===== src/rtl/alu_req_arbiter_if.sv =====
// Requester/ALU bundle for alu_req_arbiter.
// The slave modport is the arbiter's view; the master modport is the requester/ALU side.
interface alu_req_arbiter_if #(
    parameter int DATA_WIDTH = 8,
    parameter int NUM_REQ    = 3
);
    logic [NUM_REQ-1:0]            req_valid;
    logic [NUM_REQ*DATA_WIDTH-1:0] req_a;
    logic [NUM_REQ*DATA_WIDTH-1:0] req_b;
    logic [NUM_REQ*4-1:0]          req_fun;
    logic [NUM_REQ-1:0]            req_ready;
    logic [NUM_REQ-1:0]            rsp_valid;
    logic [2*DATA_WIDTH-1:0]       rsp_data;
    logic                          rsp_err;
    logic [DATA_WIDTH-1:0]         alu_a;
    logic [DATA_WIDTH-1:0]         alu_b;
    logic [3:0]                    alu_fun;
    logic                          alu_en;
    logic [2*DATA_WIDTH-1:0]       alu_out;
    logic                          alu_out_valid;

    modport slave (
        input  req_valid, req_a, req_b, req_fun, alu_out, alu_out_valid,
        output req_ready, rsp_valid, rsp_data, rsp_err, alu_a, alu_b, alu_fun, alu_en
    );

    modport master (
        output req_valid, req_a, req_b, req_fun, alu_out, alu_out_valid,
        input  req_ready, rsp_valid, rsp_data, rsp_err, alu_a, alu_b, alu_fun, alu_en
    );
endinterface


===== src/rtl/alu_req_arbiter.sv =====
// Round-robin arbiter sharing one registered ALU among NUM_REQ requesters.
// Optional op/error counters are built when ALU_ARB_STATS_EN is defined.
//
//   state    | meaning
//   ---------+-----------------------------------------------------------
//   ST_IDLE  | grant offered to first valid requester from r_ptr; accept latches operands
//   ST_ISSUE | alu_en pulsed for one cycle with latched operands
//   ST_WAIT  | registered ALU result captured into response at the closing edge
module alu_req_arbiter #(
    parameter int DATA_WIDTH = 8,
    parameter int NUM_REQ    = 3
) (
    input  logic             CLK,
    input  logic             RST,
    alu_req_arbiter_if.slave bus
`ifdef ALU_ARB_STATS_EN
    ,
    output logic [15:0]      op_count,
    output logic [7:0]       err_count
`endif
);
    localparam int PTR_W = (NUM_REQ > 1) ? $clog2(NUM_REQ) : 1;

    typedef enum logic [1:0] {
        ST_IDLE  = 2'd0,
        ST_ISSUE = 2'd1,
        ST_WAIT  = 2'd2
    } state_t;

    state_t                  r_state;
    state_t                  w_state_nxt;
    logic [PTR_W-1:0]        r_ptr;
    logic [PTR_W-1:0]        r_owner;
    logic [DATA_WIDTH-1:0]   r_a;
    logic [DATA_WIDTH-1:0]   r_b;
    logic [3:0]              r_fun;
    logic [NUM_REQ-1:0]      r_rsp_valid;
    logic [2*DATA_WIDTH-1:0] r_rsp_data;
    logic                    r_rsp_err;

    logic [NUM_REQ-1:0]      w_grant;
    logic [PTR_W-1:0]        w_gidx;
    logic [PTR_W-1:0]        w_cand;
    logic                    w_found;
    int                      w_idx;
    logic [NUM_REQ-1:0]      w_req_ready;
    logic                    w_alu_en;
    logic                    w_accept;
    logic [PTR_W-1:0]        w_ptr_nxt;
    logic [NUM_REQ-1:0]      w_owner_oh;

    // Rotating priority search: first asserted request at or above r_ptr, wrapping.
    always_comb begin
        w_grant = '0;
        w_gidx  = '0;
        w_cand  = '0;
        w_found = 1'b0;
        w_idx   = 0;
        for (int k = 0; k < NUM_REQ; k++) begin
            w_idx = int'(r_ptr) + k;
            if (w_idx >= NUM_REQ) begin
                w_idx = w_idx - NUM_REQ;
            end
            w_cand = PTR_W'(w_idx);
            if (!w_found && bus.req_valid[w_cand]) begin
                w_found         = 1'b1;
                w_gidx          = w_cand;
                w_grant[w_cand] = 1'b1;
            end
        end
    end

    always_comb begin
        w_ptr_nxt = (int'(w_gidx) == NUM_REQ - 1) ? '0 : w_gidx + PTR_W'(1);
    end

    always_comb begin
        w_owner_oh = '0;
        for (int k = 0; k < NUM_REQ; k++) begin
            w_owner_oh[k] = (int'(r_owner) == k);
        end
    end

    always_ff @(posedge CLK or negedge RST) begin
        if (!RST) begin
            r_state <= ST_IDLE;
        end else begin
            r_state <= w_state_nxt;
        end
    end

    // req_ready is gated by RST so nothing is offered while reset is held.
    always_comb begin
        w_state_nxt = r_state;
        w_req_ready = '0;
        w_alu_en    = 1'b0;
        case (r_state)
            ST_IDLE: begin
                if (RST) begin
                    w_req_ready = w_grant;
                end
                if (|(bus.req_valid & w_req_ready)) begin
                    w_state_nxt = ST_ISSUE;
                end
            end
            ST_ISSUE: begin
                w_alu_en    = 1'b1;
                w_state_nxt = ST_WAIT;
            end
            ST_WAIT: begin
                w_state_nxt = ST_IDLE;
            end
            default: begin
                w_state_nxt = ST_IDLE;
            end
        endcase
    end

    assign w_accept = |(bus.req_valid & w_req_ready);

    always_ff @(posedge CLK or negedge RST) begin
        if (!RST) begin
            r_ptr       <= '0;
            r_owner     <= '0;
            r_a         <= '0;
            r_b         <= '0;
            r_fun       <= '0;
            r_rsp_valid <= '0;
            r_rsp_data  <= '0;
            r_rsp_err   <= 1'b0;
        end else begin
            if (w_accept) begin
                r_a     <= bus.req_a[int'(w_gidx)*DATA_WIDTH +: DATA_WIDTH];
                r_b     <= bus.req_b[int'(w_gidx)*DATA_WIDTH +: DATA_WIDTH];
                r_fun   <= bus.req_fun[int'(w_gidx)*4 +: 4];
                r_owner <= w_gidx;
                r_ptr   <= w_ptr_nxt;
            end
            if (r_state == ST_WAIT) begin
                r_rsp_data  <= bus.alu_out_valid ? bus.alu_out : '0;
                r_rsp_err   <= ~bus.alu_out_valid;
                r_rsp_valid <= w_owner_oh;
            end else begin
                r_rsp_valid <= '0;
            end
        end
    end

`ifdef ALU_ARB_STATS_EN
    logic [15:0] r_op_count;
    logic [7:0]  r_err_count;

    // Counters step on the same edge that launches the response pulse.
    always_ff @(posedge CLK or negedge RST) begin
        if (!RST) begin
            r_op_count  <= '0;
            r_err_count <= '0;
        end else if (r_state == ST_WAIT) begin
            r_op_count <= r_op_count + 16'd1;
            if (!bus.alu_out_valid && (r_err_count != 8'hFF)) begin
                r_err_count <= r_err_count + 8'd1;
            end
        end
    end

    assign op_count  = r_op_count;
    assign err_count = r_err_count;
`endif

    assign bus.req_ready = w_req_ready;
    assign bus.alu_en    = w_alu_en;
    assign bus.alu_a     = r_a;
    assign bus.alu_b     = r_b;
    assign bus.alu_fun   = r_fun;
    assign bus.rsp_valid = r_rsp_valid;
    assign bus.rsp_data  = r_rsp_data;
    assign bus.rsp_err   = r_rsp_err;

endmodule


===== src/flat_wrapper.sv =====
// flat-port wrapper written by rule: the top's interface ports become plain ports
module alu_req_arbiter_flat 
#(
    parameter int DATA_WIDTH = 8,
    parameter int NUM_REQ    = 3
)
  (CLK, RST, bus_req_valid, bus_req_a, bus_req_b, bus_req_fun, bus_alu_out, bus_alu_out_valid, bus_req_ready, bus_rsp_valid, bus_rsp_data, bus_rsp_err, bus_alu_a, bus_alu_b, bus_alu_fun, bus_alu_en);
  alu_req_arbiter_if #(.DATA_WIDTH(DATA_WIDTH), .NUM_REQ(NUM_REQ)) bus_i ();
  input  logic CLK;
  input  logic RST;
  input wire logic [$bits(bus_i.req_valid)-1:0] bus_req_valid;
  input wire logic [$bits(bus_i.req_a)-1:0] bus_req_a;
  input wire logic [$bits(bus_i.req_b)-1:0] bus_req_b;
  input wire logic [$bits(bus_i.req_fun)-1:0] bus_req_fun;
  input wire logic [$bits(bus_i.alu_out)-1:0] bus_alu_out;
  input wire logic [$bits(bus_i.alu_out_valid)-1:0] bus_alu_out_valid;
  output wire logic [$bits(bus_i.req_ready)-1:0] bus_req_ready;
  output wire logic [$bits(bus_i.rsp_valid)-1:0] bus_rsp_valid;
  output wire logic [$bits(bus_i.rsp_data)-1:0] bus_rsp_data;
  output wire logic [$bits(bus_i.rsp_err)-1:0] bus_rsp_err;
  output wire logic [$bits(bus_i.alu_a)-1:0] bus_alu_a;
  output wire logic [$bits(bus_i.alu_b)-1:0] bus_alu_b;
  output wire logic [$bits(bus_i.alu_fun)-1:0] bus_alu_fun;
  output wire logic [$bits(bus_i.alu_en)-1:0] bus_alu_en;
  assign bus_i.req_valid = bus_req_valid;
  assign bus_i.req_a = bus_req_a;
  assign bus_i.req_b = bus_req_b;
  assign bus_i.req_fun = bus_req_fun;
  assign bus_i.alu_out = bus_alu_out;
  assign bus_i.alu_out_valid = bus_alu_out_valid;
  assign bus_req_ready = bus_i.req_ready;
  assign bus_rsp_valid = bus_i.rsp_valid;
  assign bus_rsp_data = bus_i.rsp_data;
  assign bus_rsp_err = bus_i.rsp_err;
  assign bus_alu_a = bus_i.alu_a;
  assign bus_alu_b = bus_i.alu_b;
  assign bus_alu_fun = bus_i.alu_fun;
  assign bus_alu_en = bus_i.alu_en;
  alu_req_arbiter #(.DATA_WIDTH(DATA_WIDTH), .NUM_REQ(NUM_REQ)) u_core (.CLK(CLK), .RST(RST), .bus(bus_i));
endmodule

===== config.mk =====
export PLATFORM = sky130hd
export DESIGN_NAME = alu_req_arbiter_flat
export DESIGN_NICKNAME = d
export VERILOG_FILES = /design/src/rtl/alu_req_arbiter_if.sv /design/src/rtl/alu_req_arbiter.sv /design/src/flat_wrapper.sv
export SDC_FILE = /design/constraint.sdc
export NUM_CORES = 1
export LEC_CHECK = 0
export CORE_MARGIN = 3
export CORE_UTILIZATION = 44
export DETAILED_ROUTE_END_ITERATION = 8
export PLACE_DENSITY = 0.95
export SYNTH_ARGS = -nofsm -noshare
export SYNTH_HDL_FRONTEND = slang
export SYNTH_SLANG_ARGS = --single-unit
export TNS_END_PERCENT = 100

===== constraint.sdc =====
create_clock -name CLK -period 4.95 [get_ports CLK]
set_input_delay 0.99 -clock CLK [delete_from_list [all_inputs] [get_ports CLK]]
set_output_delay 0.99 -clock CLK [all_outputs]
set_load 0.1 [all_outputs]

==> results of run 1 <==
-- critical path, delay by kind of cell --
family | cells | cell delay (ns)
AOI/OAI and AO/OA | 3 | 0.87
buffers and inverters | 2 | 0.90
and+or+nand+nor | 1 | 0.23
-- kinds of logic after synthesis --
| group | count (synthesis) | synth area share |
|---|---|---|
| flops | 46 | 0.439 |
| buf+inv | 26 | 0.0467 |
| simple gates | 91 | 0.172 |
| mux | 27 | 0.149 |
| compound gates | 56 | 0.175 |
| fa+ha+maj | 4 | 0.0191 |
-- cells in the mapped netlist, drive strengths merged --
cell type	count	area, um2
a21o	1	7.51
a21oi	4	20.0
a221o	21	210
a221oi	3	50.1
a311oi	1	15.0
a31oi	2	18.8
and2	2	12.5
and3	20	125
buf	7	50.1
clkbuf	13	50.0
dfrtp	46	1150
ha	4	50.1
inv	6	22.5
mux2	26	368
mux2i	1	22.5
nand2	41	154
nand2b	7	43.8
nand3	3	15.0
nor2	5	18.8
nor2b	5	31.3
nor3	4	20.0
nor3b	2	15.0
nor4b	1	8.76
o21ai	18	90.1
o22ai	1	6.26
o31ai	3	22.5
o32a	2	20.0
or3	1	6.26
-- final cells by class --
| class | instances | area (um2) |
|---|---|---|
| fill | 395 | 1670 |
| tap | 72 | 90.1 |
| clock inverter | 3 | 23.8 |
| clock buffer | 5 | 68.8 |
| inverter | 6 | 22.5 |
| timing repair buffer | 128 | 1260 |
| sequential | 46 | 1150 |
| multi-input combinational | 178 | 1350 |
-- routing by layer --
layer,up-vias,global-route usage
li1,1137,-
met1,1143,0.240
met2,152,0.364
met3,21,0.0655
met4,0,0.0609
met5,-,0
-- registers in the layout, summed over array words and instances (netlist names) --
register and count:
u_core.r_state 2, u_core.bus.rsp_data 16, u_core.bus.alu_a 8, u_core.bus.alu_fun 4, u_core.bus.rsp_valid 3, u_core.bus.rsp_err 1, u_core.bus.alu_b 8, u_core.r_owner 2
u_core.r_ptr 2
-- through the flow --
step / hold WS, ns / util / instances / setup WS (ns) / area (um2)
after floorplan: 0.440 / - / 250 / 0.849 / 2630
after global placement: 0.460 / 0.687 / 430 / 1.05 / 3880
after detailed placement: 0.473 / 0.687 / 430 / 1.00 / 3880
after CTS: 0.481 / 0.703 / 438 / 0.997 / 3970
after global routing: 0.502 / 0.703 / 438 / 0.879 / 3970
final: 0.473 / 0.703 / 438 / 0.955 / 3970
-- worst max-delay path by stage --
stage	slack, ns	to
floorplan	0.85	bus_req_ready[2]
global placement	1.05	bus_req_ready[1]
detailed placement	1.0	bus_req_ready[0]
CTS	1.0	bus_req_ready[0]
global route	0.88	bus_req_ready[0]
finish	0.96	bus_req_ready[0]
==> impl_metrics.toml, run 1 <==
[setup_path]
path_cells = "clkdlybuf4s50_1 -> nand2b_1 -> o32a_1 -> o32a_1 -> a311oi_2 -> buf_4"
crit_path_start_kind = "input pin"
crit_fanout = 8
rrSetupSlack_ns = 1.77
crit_slowest_cell = "clkdlybuf4s50_1"
crit_type = "in2out"
crit_required_ns = 3.96
reg2reg_depth = 9
arrival_ns = 3.00
rr_endpoint = "u_core.bus.alu_a[0]"
critPathLaunch = "bus_req_valid[2]"
slowest_delay_ns = 0.53
worst_setup_path_end_kind = "output port"
reg2reg_from = "u_core.r_ptr[0]"
path_common_cell = "o32a_1"

[clock_tree]
htreeDepth = 2
post-cts-setup-buffers = 0
numCtsBuffers = 5
clockBufferDepth = 2
cts_hold_buf = 0
cts-root-buf = "clkbuf_8"
path_clk_slew_ns = 0.09
cts_resized = 0
tritoncts = "done"
clock_latency_ns = 0.30
clock_sinks = 46

[place]
io_buffers = 125
place.gp.congestion = 0.881
place.detailed.hpwl_mm = 5.46

[sta]
setup_viol = 0
tightest_slew_ns = 1.09
final.period_utilization = 0.807
finalMaxSlewViolations = 0
rsz0062_at_grt = "no"
slew_headroom = 0.276
hold_viol_final = 0
skew_ns = 0.0104
fmax_mhz = 250
min_period_ns = 3.99
tns_ns = 0

[synth]
synth_cell_type_count = 36
netlist_instances = 250
synth_nets = 336
yosysSeqAreaShare = 0.439
ys_ff_latch = 46
synth_area_mm2 = 0.00263
syn_area_per_cell_um2 = 10.5
yosys_warnings = 0

[floorplan]
die_area_mm2 = 0.00693
die_w_um = 83.2
core_mm2 = 0.00564
initial_core_util = 0.465
die_h_um = 83.2
std_cell_rows = 27
boundaryPins = 126

[hold_path]
min_to = "u_core.bus.rsp_valid[1]"
whs_path_depth = 1
min-delay-start = "u_core.r_owner[1]"
hold_path_class = "reg2reg"

[drt]
avgViaCountPerCell = 5.60
met3_length_um = 682
m1WireLength_mm = 2.76
ant_nets = 0
remaining_drc_errors = 0
wl_met2_mm = 3.59
top_layer = "met4"
drt-pass1-iter-count = 4
num_vias = 2453
drt-total-wl_mm = 7.19
avgRoutedWirePerCell_um = 16.4
drtIter0Drc = 80

[global_routing]
antenna_found_initial = 0
grt_first_pass_wirelength_mm = 11.8
grt_pass1_vias = 2457
grt_overflow = 0
grtUsageTotal = 0.207
grt_max_degree = 38

[cells_and_area]
n_antenna_cell = 0
synthToLayoutAreaGrowth_pct = 51.2
mostFrequentLayoutCells = "121 x clkdlybuf4s50_1, 46 x dfrtp_1, 41 x nand2_1, 21 x a221o_1"
drive_above_1_share = 0.128
nNetsFinal = 451
final_common_cell = "clkdlybuf4s50_1"

[run]
cap_viol_max_count = 0

[outcome]
run_status = "complete, no violations"
Power of run 1 is not shown: default switching activity piles up to over one toggle a cycle in this logic, so the estimate is an artifact.
==> run 2, diff against run 1 <==
Settings changed: CORE_UTILIZATION 44 to 37, PLACE_DENSITY 0.95 to 0.88.
Clock period 4.95 ns to 3.2 ns, I/O delays scaled along.
==> impl_metrics.toml, run 2 (synthesis results as in run 1) <==
[drt]
drt-pass1-iter-count = 4
ant_nets = 0
avgViaCountPerCell = 5.16
drtIter0Drc = 69
remaining_drc_errors = 0
num_vias = 2425
avgRoutedWirePerCell_um = 15.1
drt-total-wl_mm = 7.11

[global_routing]
grt_overflow = 0
antenna_found_initial = 0
grt_first_pass_wirelength_mm = 11.5
grt_max_degree = 45
grt_pass1_vias = 2409
grtUsageTotal = 0.173

[clock_tree]
clock_sinks = 46
cts_hold_buf = 0
clockBufferDepth = 2
numCtsBuffers = 5
path_clk_slew_ns = 0.08
tritoncts = "done"
clock_latency_ns = 0.29
cts-root-buf = "clkbuf_8"
htreeDepth = 2

[sta]
hold_viol_final = 0
finalMaxSlewViolations = 0
setup_slack_ns = 0.0594
min_period_ns = 3.14
tns_ns = 0
final.period_utilization = 0.981
slew_headroom = 0.279
fmax_mhz = 318
rsz0062_at_grt = "no"
skew_ns = 0.00278
tightest_slew_ns = 1.08
setup_viol = 0

[place]
post-place-ws_ns = 0.0461
io_buffers = 125
place.gp.congestion = 0.830
place.detailed.hpwl_mm = 5.57
place_area_mm2 = 0.00395

[cells_and_area]
synthToLayoutAreaGrowth_pct = 54.6
mostFrequentLayoutCells = "80 x clkdlybuf4s50_1, 52 x buf_4, 46 x dfrtp_1, 41 x nand2_1"
largest_reg_flops = 16
nNetsFinal = 460
final_common_cell = "clkdlybuf4s50_1"
final_area_mm2 = 0.00406
n_antenna_cell = 0
drive_above_1_share = 0.273
fill_cells = 575

[setup_path]
crit_fanout = 5
worst-path-buf-inv = 3
crit_required_ns = 2.56
crit_type = "in2out"
arrival_ns = 2.50
path_cells = "clkdlybuf4s50_1 -> inv_2 -> o32a_1 -> o32a_1 -> a311oi_4 -> buf_12"
reg2reg_depth = 10
path_common_cell = "o32a_1"
worst-path-stages = 6
path_delay_family = "compound AO/OA/AOI/OAI gates"
slowest_delay_ns = 0.56
worst_setup_path_end_kind = "output port"
crit_path_start_kind = "input pin"
crit_slowest_cell = "clkdlybuf4s50_1"

[outcome]
run_status = "complete, no violations"

[floorplan]
die_area_mm2 = 0.00814
boundaryPins = 126
initial_core_util = 0.384
die_w_um = 90.2
die_h_um = 90.2
std_cell_rows = 30
core_mm2 = 0.00683

[hold_path]
hold_path_class = "in2async"

[run]
cap_viol_max_count = 0
run 2: per-stage QoR:
step	hold slack (ns)	std cells	util
2_1_floorplan	0.344	250	-
5_1_grt	0.147	470	0.594
3_3_place_gp	0.461	462	0.579
6_report	0.155	470	0.594
4_1_cts	0.145	469	0.590
3_5_place_dp	0.467	462	0.579
run 2: final timing paths:
check | start | to | slack [ns]
worst min register to register | u_core.r_state[1] | u_core.r_state[1] | 0.48
min in group CLK | u_core.r_state[1] | u_core.r_state[1] | 0.48
worst max register to register | u_core.r_ptr[0] | u_core.bus.alu_b[6] | 0.37
max in group asynchronous | RST | u_core.bus.rsp_data[3] | 2.31
worst max-delay path | bus_req_valid[0] | bus_req_ready[0] | 0.06
worst min-delay path | RST | u_core.r_state[1] | 0.16
run 2: layout make-up:
cell class	count	area [um2]	area share
clock buffer	5	68.8	0.0170
clock inverter	2	10.0	0.00247
inverter	6	22.5	0.00555
multi-input combinational	178	1410	0.347
sequential	46	1150	0.284
tap	96	120	0.0296
timing repair buffer	137	1280	0.314
run 2: repair_timing:
item / 4_1_cts / 5_1_grt
setup endpoints to repair: 0 / 2
gates resized for setup: 0 / 3
setup buffers: 0 / 1
run 2: per-layer routing:
metal  vias up  track usage  part of all wire
li1       1149            -                 -
met1      1150        0.203              0.40
met2       114        0.305              0.50
met3        12       0.0502             0.082
met4         0       0.0548             0.016
met5         -            0                 0
Power of run 2 is left out for the same reason.
==> run 3, diff against run 2 <==
Settings changed: CORE_ASPECT_RATIO from default to 1.5.
==> impl_metrics.toml, run 3 (synthesis results as in run 1) <==
[outcome]
run_status = "complete, no violations"

[clock_tree]
numCtsBuffers = 5
cts_resized = 0
htreeDepth = 2
clock_latency_ns = 0.29
cts_hold_buf = 0
clock_sinks = 46
tritoncts = "done"
post-cts-setup-buffers = 0
clockBufferDepth = 2
path_clk_slew_ns = 0.09
cts-root-buf = "clkbuf_8"

[sta]
whs_ns = 0.476
setup_slack_ns = 0.0888
min_period_ns = 3.11
tightest_slew_ns = 1.08
fmax_mhz = 321
slew_headroom = 0.278
hold_viol_final = 0
setup_viol = 0
final.period_utilization = 0.972
finalMaxSlewViolations = 0
rsz0062_at_grt = "no"
skew_ns = 0.0113

[drt]
drtIter0Drc = 123
drt-pass1-iter-count = 4
avgViaCountPerCell = 5.18
avgRoutedWirePerCell_um = 16.1
remaining_drc_errors = 0
ant_nets = 0
num_vias = 2356
drt-total-wl_mm = 7.34

[floorplan]
std_cell_rows = 37
core_mm2 = 0.00690
initial_core_util = 0.381
die_area_mm2 = 0.00816
die_h_um = 109
die_w_um = 74.8
boundaryPins = 126

[setup_path]
arrival_ns = 2.47
crit_slowest_cell = "clkdlybuf4s50_1"
rrSetupSlack_ns = 0.46
worst_setup_path_end_kind = "output port"
path_common_cell = "o32a_1"
worst-path-buf-inv = 2
crit_path_start_kind = "input pin"
crit_required_ns = 2.56
crit_fanout = 4
path_delay_family = "compound AO/OA/AOI/OAI gates"
reg2reg_from = "u_core.r_ptr[0]"
crit_type = "in2out"
slowest_delay_ns = 0.45
critPathLaunch = "bus_req_valid[2]"
path_cells = "clkdlybuf4s50_1 -> nand2b_1 -> o32a_1 -> o32a_1 -> a311oi_4 -> buf_12"

[cells_and_area]
largest_reg_flops = 16
utilization = 0.588
synthToLayoutAreaGrowth_pct = 54.5
multi_input_area_mm2 = 0.00140
n_antenna_cell = 0
nNetsFinal = 462
regArea_mm2 = 0.00115
drive_above_1_share = 0.276
final_common_cell = "clkdlybuf4s50_1"
fill_cells = 592
mostFrequentLayoutCells = "80 x clkdlybuf4s50_1, 54 x buf_4, 46 x dfrtp_1, 41 x nand2_1"

[hold_path]
hold_path_class = "in2async"

[place]
io_buffers = 125
post-place-ws_ns = 0.0760
place.detailed.hpwl_mm = 5.97
place.gp.congestion = 0.890

[global_routing]
grt_first_pass_wirelength_mm = 11.2
grtUsageTotal = 0.179
grt_max_degree = 47
grt_pass1_vias = 2332
grt_overflow = 0
antenna_found_initial = 0

[run]
cap_viol_max_count = 0
[run 3: changes by cell type in the layout (fill, tap and decap cells not counted), sizes merged]
cell      change
buf           +2
clkinvlp      +1
[run 3: metrics by stage]
step	instance area (um2)	TNS [ns]	instances
6_report	4060	0	455
5_1_grt	4060	0	455
4_1_cts	4040	0	455
3_5_place_dp	3950	0	447
3_3_place_gp	3950	0	447
2_1_floorplan	2680	-0.951	250
[run 3: per-layer routing]
metal  global-route usage  vias to the layer above  part of all wire
li1                     -                     1158                 -
met3               0.0221                       20             0.052
met2                0.322                       92              0.53
met1                0.207                     1086              0.38
met4               0.0763                        0             0.034
met5                    0                        -                 0
[run 3: final timing paths]
check	to	cells after the start
min reg2reg	u_core.r_state[1]	1
max in group asynchronous	u_core.bus.rsp_data[14]	2
max reg2reg	u_core.bus.alu_b[1]	9
max	bus_req_ready[0]	6
min in group CLK	u_core.r_state[1]	1
min	u_core.bus.alu_fun[0]	2
[run 3: area by class of cell]
cell class / instances / area share
clock buffers: 5 / 0.0170
multi-input cells: 178 / 0.346
well taps: 78 / 0.0241
clock inverters: 3 / 0.00525
inverters: 6 / 0.00555
repair buffers: 139 / 0.318
flip-flops and latches: 46 / 0.284
Power of run 3 is left out for the same reason.
